`config.mk`:
```
export PLATFORM = sky130hd
export DESIGN_NAME = keccak_block_loader
export DESIGN_NICKNAME = d
export VERILOG_FILES = /design/src/rtl/keccak_block_loader.sv
export SDC_FILE = /design/constraint.sdc
export NUM_CORES = 2
export LEC_CHECK = 0
export BUFFER_PORTS_ARGS = -buffer_cell sky130_fd_sc_hd__buf_2
export CAP_MARGIN = 20
export CORE_AREA = 2 2 570 572
export DETAILED_ROUTE_END_ITERATION = 12
export DIE_AREA = 0 0 572 574
export PLACE_DENSITY = 0.37
export SLEW_MARGIN = 30
export SYNTH_ARGS = -nofsm -noshare
export SYNTH_HDL_FRONTEND = slang
export SYNTH_SLANG_ARGS = --single-unit
```
`constraint.sdc`:
```
create_clock -name clk -period 4.1 [get_ports clk]
set_clock_uncertainty 0.15 [all_clocks]
set_input_delay 0.615 -clock clk [delete_from_list [all_inputs] [get_ports clk]]
set_output_delay 0.615 -clock clk [all_outputs]
set_load 0.05 [all_outputs]
```
`src/rtl/keccak_block_loader.sv`:
```
// keccak_block_loader: packs a byte-length message word stream into SHA-3/SHAKE padded rate blocks.
module keccak_block_loader #(
  parameter int W = 64,
  parameter int MAX_RATE = 1344
) (
  input  logic                clk,
  input  logic                rst,
  input  logic                cfg_valid,
  output logic                cfg_ready,
  input  logic [1:0]          cfg_mode,
  input  logic [31:0]         cfg_len,
  input  logic                in_valid,
  output logic                in_ready,
  input  logic [W-1:0]        in_data,
  output logic                blk_valid,
  input  logic                blk_ready,
  output logic [MAX_RATE-1:0] blk_data,
  output logic                blk_last,
  output logic [1:0]          blk_mode
);
  localparam int NB = W / 8;
  typedef enum logic [1:0] {IDLE, LOAD, PAD, HOLD} state_t;
  state_t state, state_n;
  logic [1:0] mode;
  logic [31:0] rem, rem_n, rate;
  logic [5:0] widx, nwords;
  logic [MAX_RATE-1:0] blk, blk_n, end_pad;
  logic last, wr, fin, sfx_now;
  logic [7:0] sfx;
  logic [W-1:0] sw, wd;
  // last marks that the suffix byte is already in this block, so it is the final one
  always_comb begin
    rate = mode == 2'b10 ? 32'd1344 : mode == 2'b01 ? 32'd576 : 32'd1088;
    sfx = mode[1] ? 8'h1F : 8'h06;
    nwords = 6'(rate / W);
    fin = widx == nwords - 6'd1;
    wr = (state == LOAD && in_valid) || state == PAD;
    sfx_now = state == PAD ? !last : state == LOAD && rem < 32'(NB);
    rem_n = rem - (rem < 32'(NB) ? rem : 32'(NB));
    end_pad = MAX_RATE'(8'h80) << (rate - 32'd8);
    sw = '0;
    wd = '0;
    for (int k = 0; k < NB; k++) begin
      sw[8*k +: 8] = in_data[W-1-8*k -: 8];
      wd[8*k +: 8] = state == PAD ? (k == 0 && !last ? sfx : 8'h00) :
                     32'(k) < rem ? sw[8*k +: 8] : 32'(k) == rem ? sfx : 8'h00;
    end
    blk_n = blk;
    blk_n[widx*W +: W] = wd;
    blk_n = blk_n ^ (fin && (last || sfx_now) ? end_pad : '0);
  end
  always_comb begin
    state_n = state;
    case (state)
      IDLE: if (cfg_valid) state_n = cfg_len == 32'd0 ? PAD : LOAD;
      LOAD: if (in_valid) state_n = fin ? HOLD : rem_n == 32'd0 ? PAD : LOAD;
      PAD:  state_n = fin ? HOLD : PAD;
      HOLD: if (blk_ready) state_n = last ? IDLE : rem == 32'd0 ? PAD : LOAD;
      default: state_n = IDLE;
    endcase
  end
  always_ff @(posedge clk) begin
    if (rst) begin
      state <= IDLE;
      mode <= 2'b00;
      rem <= '0;
      widx <= '0;
      blk <= '0;
      last <= 1'b0;
    end else begin
      state <= state_n;
      if (state == IDLE && cfg_valid) begin
        mode <= cfg_mode;
        rem <= cfg_len;
      end
      if (wr) begin
        blk <= blk_n;
        widx <= widx + 6'd1;
        last <= last | sfx_now;
      end
      if (state == LOAD && in_valid) rem <= rem_n;
      if (state == HOLD && blk_ready) begin
        blk <= '0;
        widx <= '0;
        last <= 1'b0;
      end
    end
  end
  assign cfg_ready = state == IDLE;
  assign in_ready = state == LOAD;
  assign blk_valid = state == HOLD;
  assign blk_data = blk;
  assign blk_last = last && state == HOLD;
  assign blk_mode = mode;
endmodule

```
Word-level counts from Yosys, hierarchy flattened
Index checks and enable logic that the tools add are counted.
Widths: inputs -> output; s select.
{"block": "totals", "ff_bits": 1387, "in_bits": 103, "elab_cells": 101}
{"block": "op_classes", "addsub": 5, "n_lt_le_gt_ge": 9, "n_eq_ne": 16, "n_shift": 3, "mux": 44, "n_bitwise": 2, "n_reduce_logical": 16}
{"operator": "$bwmux 1344", "count": 1}
{"operator": "$mux 1344", "count": 1}
{"operator": "$shift 64x34->1344 const A", "count": 1}
{"operator": "$shiftx 64x34->1344", "count": 1}
{"operator": "$shl 8x32->1344 const A", "count": 1}
{"operator": "$xor 1344x1344->1344", "count": 1}
{"operator": "$eq 3x32->1 const A", "count": 4}
{"operator": "$lt 3x32->1 const A", "count": 4}
{"operator": "$mux 8", "count": 16}
{"operator": "$logic_not 32->1", "count": 3}
{"operator": "$mux 32", "count": 3}
{"operator": "$eq 2x32->1 const A", "count": 2}
{"operator": "$lt 1x32->1 const A", "count": 2}
{"operator": "$lt 2x32->1 const A", "count": 2}
{"operator": "$mux 5", "count": 10}
{"operator": "$neg 12->34", "count": 1}
{"operator": "$eq 1x32->1 const A", "count": 1}
{"operator": "$lt 32x4->1 const B", "count": 1}
{"operator": "$sub 32x32->32", "count": 1}
{"operator": "$mux 11", "count": 2}
{"operator": "$mux 2", "count": 8}
{"operator": "$sub 11x4->12 const B", "count": 1}
{"operator": "$pmux 2 s4", "count": 1}
{"operator": "$add 6x1->6 const B", "count": 1}
{"operator": "other kinds (15)", "count": 26}

Longest topological paths before layout
{"block": "logic_depth", "word_depth": 8, "mapped_depth": 18, "depth_no_buf": 11}

Worst setup path before layout
No wires, ideal clock.
{"block": "synth_timing", "kind": "register to register", "start": "register widx[0]", "end": "register (tool-made name)", "setup_ns": 0.070, "t_arrival_ns": 3.608, "required_ns": 3.880, "slack_ns": 0.272, "path_stages_with_launch": 18, "path_buffers": 7, "synth_period_minus_slack_ns": 3.828, "path_cell_list": "dfxtp_1 > clkbuf_1 > clkbuf_1 > inv_1 > clkbuf_1 > clkbuf_1 > ha_1 > clkbuf_1 > o21ai_0 > o32a_1 > o22ai_1 > and3_1 > buf_2 > nand2_1 > nor2_1 > clkbuf_1 > nand3_1 > a21oi_1"}
{"item": "start: declaration", "line_no": "26", "rtl": "logic [5:0] widx, nwords;"}
{"item": "start signal: assignment", "line_no": "78", "rtl": "widx <= widx + 6'd1;"}

Worst setup path in the final report
{"block": "layout_timing", "start": "register rem[27]", "end": "register state[0]"}
{"block": "layout_between", "elab_chain_len": 8, "elab_cells_between_ends": 12}
{"item": "start: declaration", "line_no": "25", "rtl": "logic [31:0] rem, rem_n, rate;"}
{"item": "start signal: assignment", "line_no": "74", "rtl": "rem <= cfg_len;"}
{"item": "start signal: assignment", "line_no": "81", "rtl": "if (state == LOAD && in_valid) rem <= rem_n;"}
{"item": "$lt 32x4->1", "line_no": "39", "rtl": "rem_n = rem - (rem < 32'(NB) ? rem : 32'(NB));"}
{"item": "$mux 32", "line_no": "39"}
{"item": "$sub 32x32->32", "line_no": "39"}
{"item": "$logic_not 32->1", "line_no": "56", "rtl": "LOAD: if (in_valid) state_n = fin ? HOLD : rem_n == 32'd0 ? PAD : LOAD;"}
{"item": "$mux 2 (3 in a row)", "line_no": "56"}
{"item": "$pmux 2 s4 (*)", "line_no": "54", "rtl": "case (state)"}
{"item": "end signal: assignment", "line_no": "71", "rtl": "state <= state_n;"}
{"item": "end: declaration", "line_no": "23", "rtl": "state_t state, state_n;"}
Mark *: on every way between the ends. The rest lies on a longest branch, timed or not. The select of a mux whose other input is x is not followed.
A chain may end at the register's enable or synchronous reset.

==> impl_metrics.tcl <==
set metrics [dict create \
    outcome "finished clean" \
    r2r_start "rem[27]" \
    dp_slack_ns -0.1610 \
    fmax_mhz 256.0 \
    antenna_left 0 \
    cap_violations 0 \
    place.gp.congestion 0.8902 \
    ioPinCount 1453 \
    synth.largest_area_cell "dfxtp_1" \
    placed_area_mm2 0.06617 \
    die_h_um 574 \
    ys_seq_elements 1387 \
    synth.avg_cell_area_um2 7.804 \
    synth_top_cell_area_share 0.5436 \
    slew_violations 0 \
    ir_drop_uv 318.7 \
    cts_setup_buffers 0 \
    synth_fp_nets 6656 \
    pwr-share-clk 0.499 \
    synth_area_leaders "dfxtp_1 (54%), a21oi_1 (12%), nand2_1 (9.7%)" \
    fin_area_mm2 0.07271 \
    setup_tns_ns 0 \
    path_max_fanout 6 \
    first_pass_iters 8 \
    timing.hold.ws_ns 0.07844 \
    cts.path.max_buffers 4 \
    dpl.cell_count 12090 \
    routed_wl_mm 380.3 \
    p_int_w 0.02350 \
    io_buffers 1452 \
    insertion_delay_ns 0.87 \
    async_flop_share 0 \
    num_rows 209 \
    antenna_found_initial 79 \
    setup_viol 0 \
    grt_pass1_wl_mm 493.5 \
    cts_max_level 4 \
    dpl.hpwl_mm 284.5 \
    crit_arrival_ns 4.47 \
    grt_pass1_vias 51640 \
    comb_power_share 0.083 \
    nets 8114 \
    r2r_end "state[0]" \
    drt-initial-drc-count 4754 \
    end_kind "register" \
    worst_slew_pin_slew_ns 1.063 \
    min_period_ns 3.906 \
    syn_area_mm2 0.05108 \
    grt_usage 0.2210 \
    required_ns 4.66 \
    clkSlewWorstSetupHoldPaths_ns 0.06 \
    clock-sinks 1387 \
    final_common_cell "buf_2" \
    min_from "in_data[31]" \
    overflow 0 \
    min_path_type "input pin to register" \
    start_kind "register" \
    switchingPower_w 0.008992 \
    ys_types 67 \
    finalNonFillerCells 12480 \
    core_mm2 0.3227 \
    yosysSeqAreaShare 0.5436 \
    path_class "register to register" \
    cts_tree "yes" \
    p_seq_frac 0.418 \
    p_leak_nw 28.99 \
    finalHoldViolations 0 \
    hold_path_depth 3 \
    slew_headroom 0.2903 \
    start_util 0.1583 \
    p_per_area_mw_per_mm2 446.9 \
    grt_max_degree 156 \
    drive_above_1_share 0.2740 \
    ff2ff_setup_slack_ns 0.19 \
    vias_per_cell 4.405 \
    rsz0062_at_grt "false" \
    period_share 0.9526 \
    drc 0 \
    worst_r2r_path_depth 12 \
    synth_cells 6545 \
    final_cell_mix "buf_2 (1,452), dfxtp_1 (1,386), nand2_1 (1,294)" \
    cts-root-buf "clkbuf_16" \
    cts_made_buffers 177 \
    ys.flop_type "dfxtp_1" \
    area_growth_pct 42.35 \
    ys_warn_count 0 \
    synth-edff-count 0 \
    dieWidth_um 572 \
    setup_ws_ns 0.1943 \
    die-area_mm2 0.3283 \
    wl_per_cell_um 30.47 \
    switching_share 0.2767 \
    vias 54990 \
]
layout make-up:
class | count | area [um^2]
Antenna cell | 28 | 70.07
Clock buffer | 249 | 5072
Clock inverter | 57 | 765.7
Fill cell | 36160 | 250000
Inverter | 13 | 48.80
Multi-Input combinational cell | 4561 | 21930
Sequential cell | 1387 | 27770
Tap cell | 4325 | 5411
Timing Repair Buffer | 1863 | 11640
kinds of logic (layout without fill, tap and decap cells):
group,after synthesis,count (layout),synth area share
and+or+nand+nor,2976,2976,0.2451
AOI/OAI and AO/OA,1542,1542,0.1580
DFF,1387,1387,0.5436
buffers and inverters,597,2182,0.04488
muxes,20,20,0.003944
xor gates and xnor gates,14,14,0.002401
adders and majority gates,8,8,0.001960
other,1,29,0.00007342
repair_timing:
| action | 4_1_cts | 5_1_grt |
|---|---|---|
| endpoints found under the hold margin | 58 | 0 |
| gates resized for setup | 3 | 6 |
| pin swaps | 0 | 0 |
| endpoints found under the setup margin | 17 | 138 |
| hold buffers | 58 | 0 |
worst max-delay path, cell delays in order, from the launching register on:
cell and delay (ns):
dfxtp_1 0.37, nor4_4 0.45, nand4b_1 0.19, o31ai_1 0.30
ha_1 0.34, nor4_1 0.33, buf_4 0.18, nand2_1 0.07
a2111oi_4 0.20, nand4b_1 0.13, or4_1 0.66, o31ai_1 0.28
a221oi_1 0.11
stage by stage:
stage | total power (W) | utilization
3_3_place_gp | 0.01650 | 0.2040
6_report | 0.03249 | 0.2253
2_1_floorplan | 0.01484 | -
5_1_grt | 0.03348 | 0.2251
3_5_place_dp | 0.01654 | 0.2051
4_1_cts | 0.03293 | 0.2250
cell usage after synthesis, drive strengths merged, types with 4 or more instances:
library cell and instances:
dfxtp 1387, nand2 1322, a21oi 1179, nor2 791, clkbuf 511, nand3 409
nor3 310, o21ai 256, buf 73, nor4 30, or3 28, a22oi 26
mux2i 19, and2 18, nand2b 15, inv 13, nand4 13, o211ai 11
and3 10, o31ai 10, o21a 9, or4 9, xor2 9, ha 8
a221oi 6, a211oi 5, a222oi 5, a31oi 5, o22ai 5, o311ai 5
xnor2 5, a21o 4, nor2b 4, nor4b 4
power by group through the flow:
stage / clock network, W / logic (W) / registers (W)
detailed placement: 0 / 0.00266 / 0.0139
global route: 0.0171 / 0.00279 / 0.0136
global placement: 0 / 0.00262 / 0.0139
finish: 0.0162 / 0.00270 / 0.0136
CTS: 0.0166 / 0.00272 / 0.0136
floorplan: 0 / 0.000892 / 0.0140
how the worst max path moves through the flow:
stage	from	end	slack [ns]
2_1_floorplan	widx[0]	register	0.27
3_3_place_gp	rem[27]	register	-0.32
3_5_place_dp	rem[27]	register	-0.16
4_1_cts	rem[27]	register	0.009
5_1_grt	rem[27]	state[0]	0.004
6_report	rem[27]	state[0]	0.19
per-layer routing:
| layer | global-route usage | share of wire |
|---|---|---|
| met5 | 0 | 0.00030 |
| met2 | 0.3513 | 0.45 |
| met1 | 0.2841 | 0.43 |
| met4 | 0.07577 | 0.037 |
| met3 | 0.06357 | 0.087 |
(Power assumes the default switching activity.)
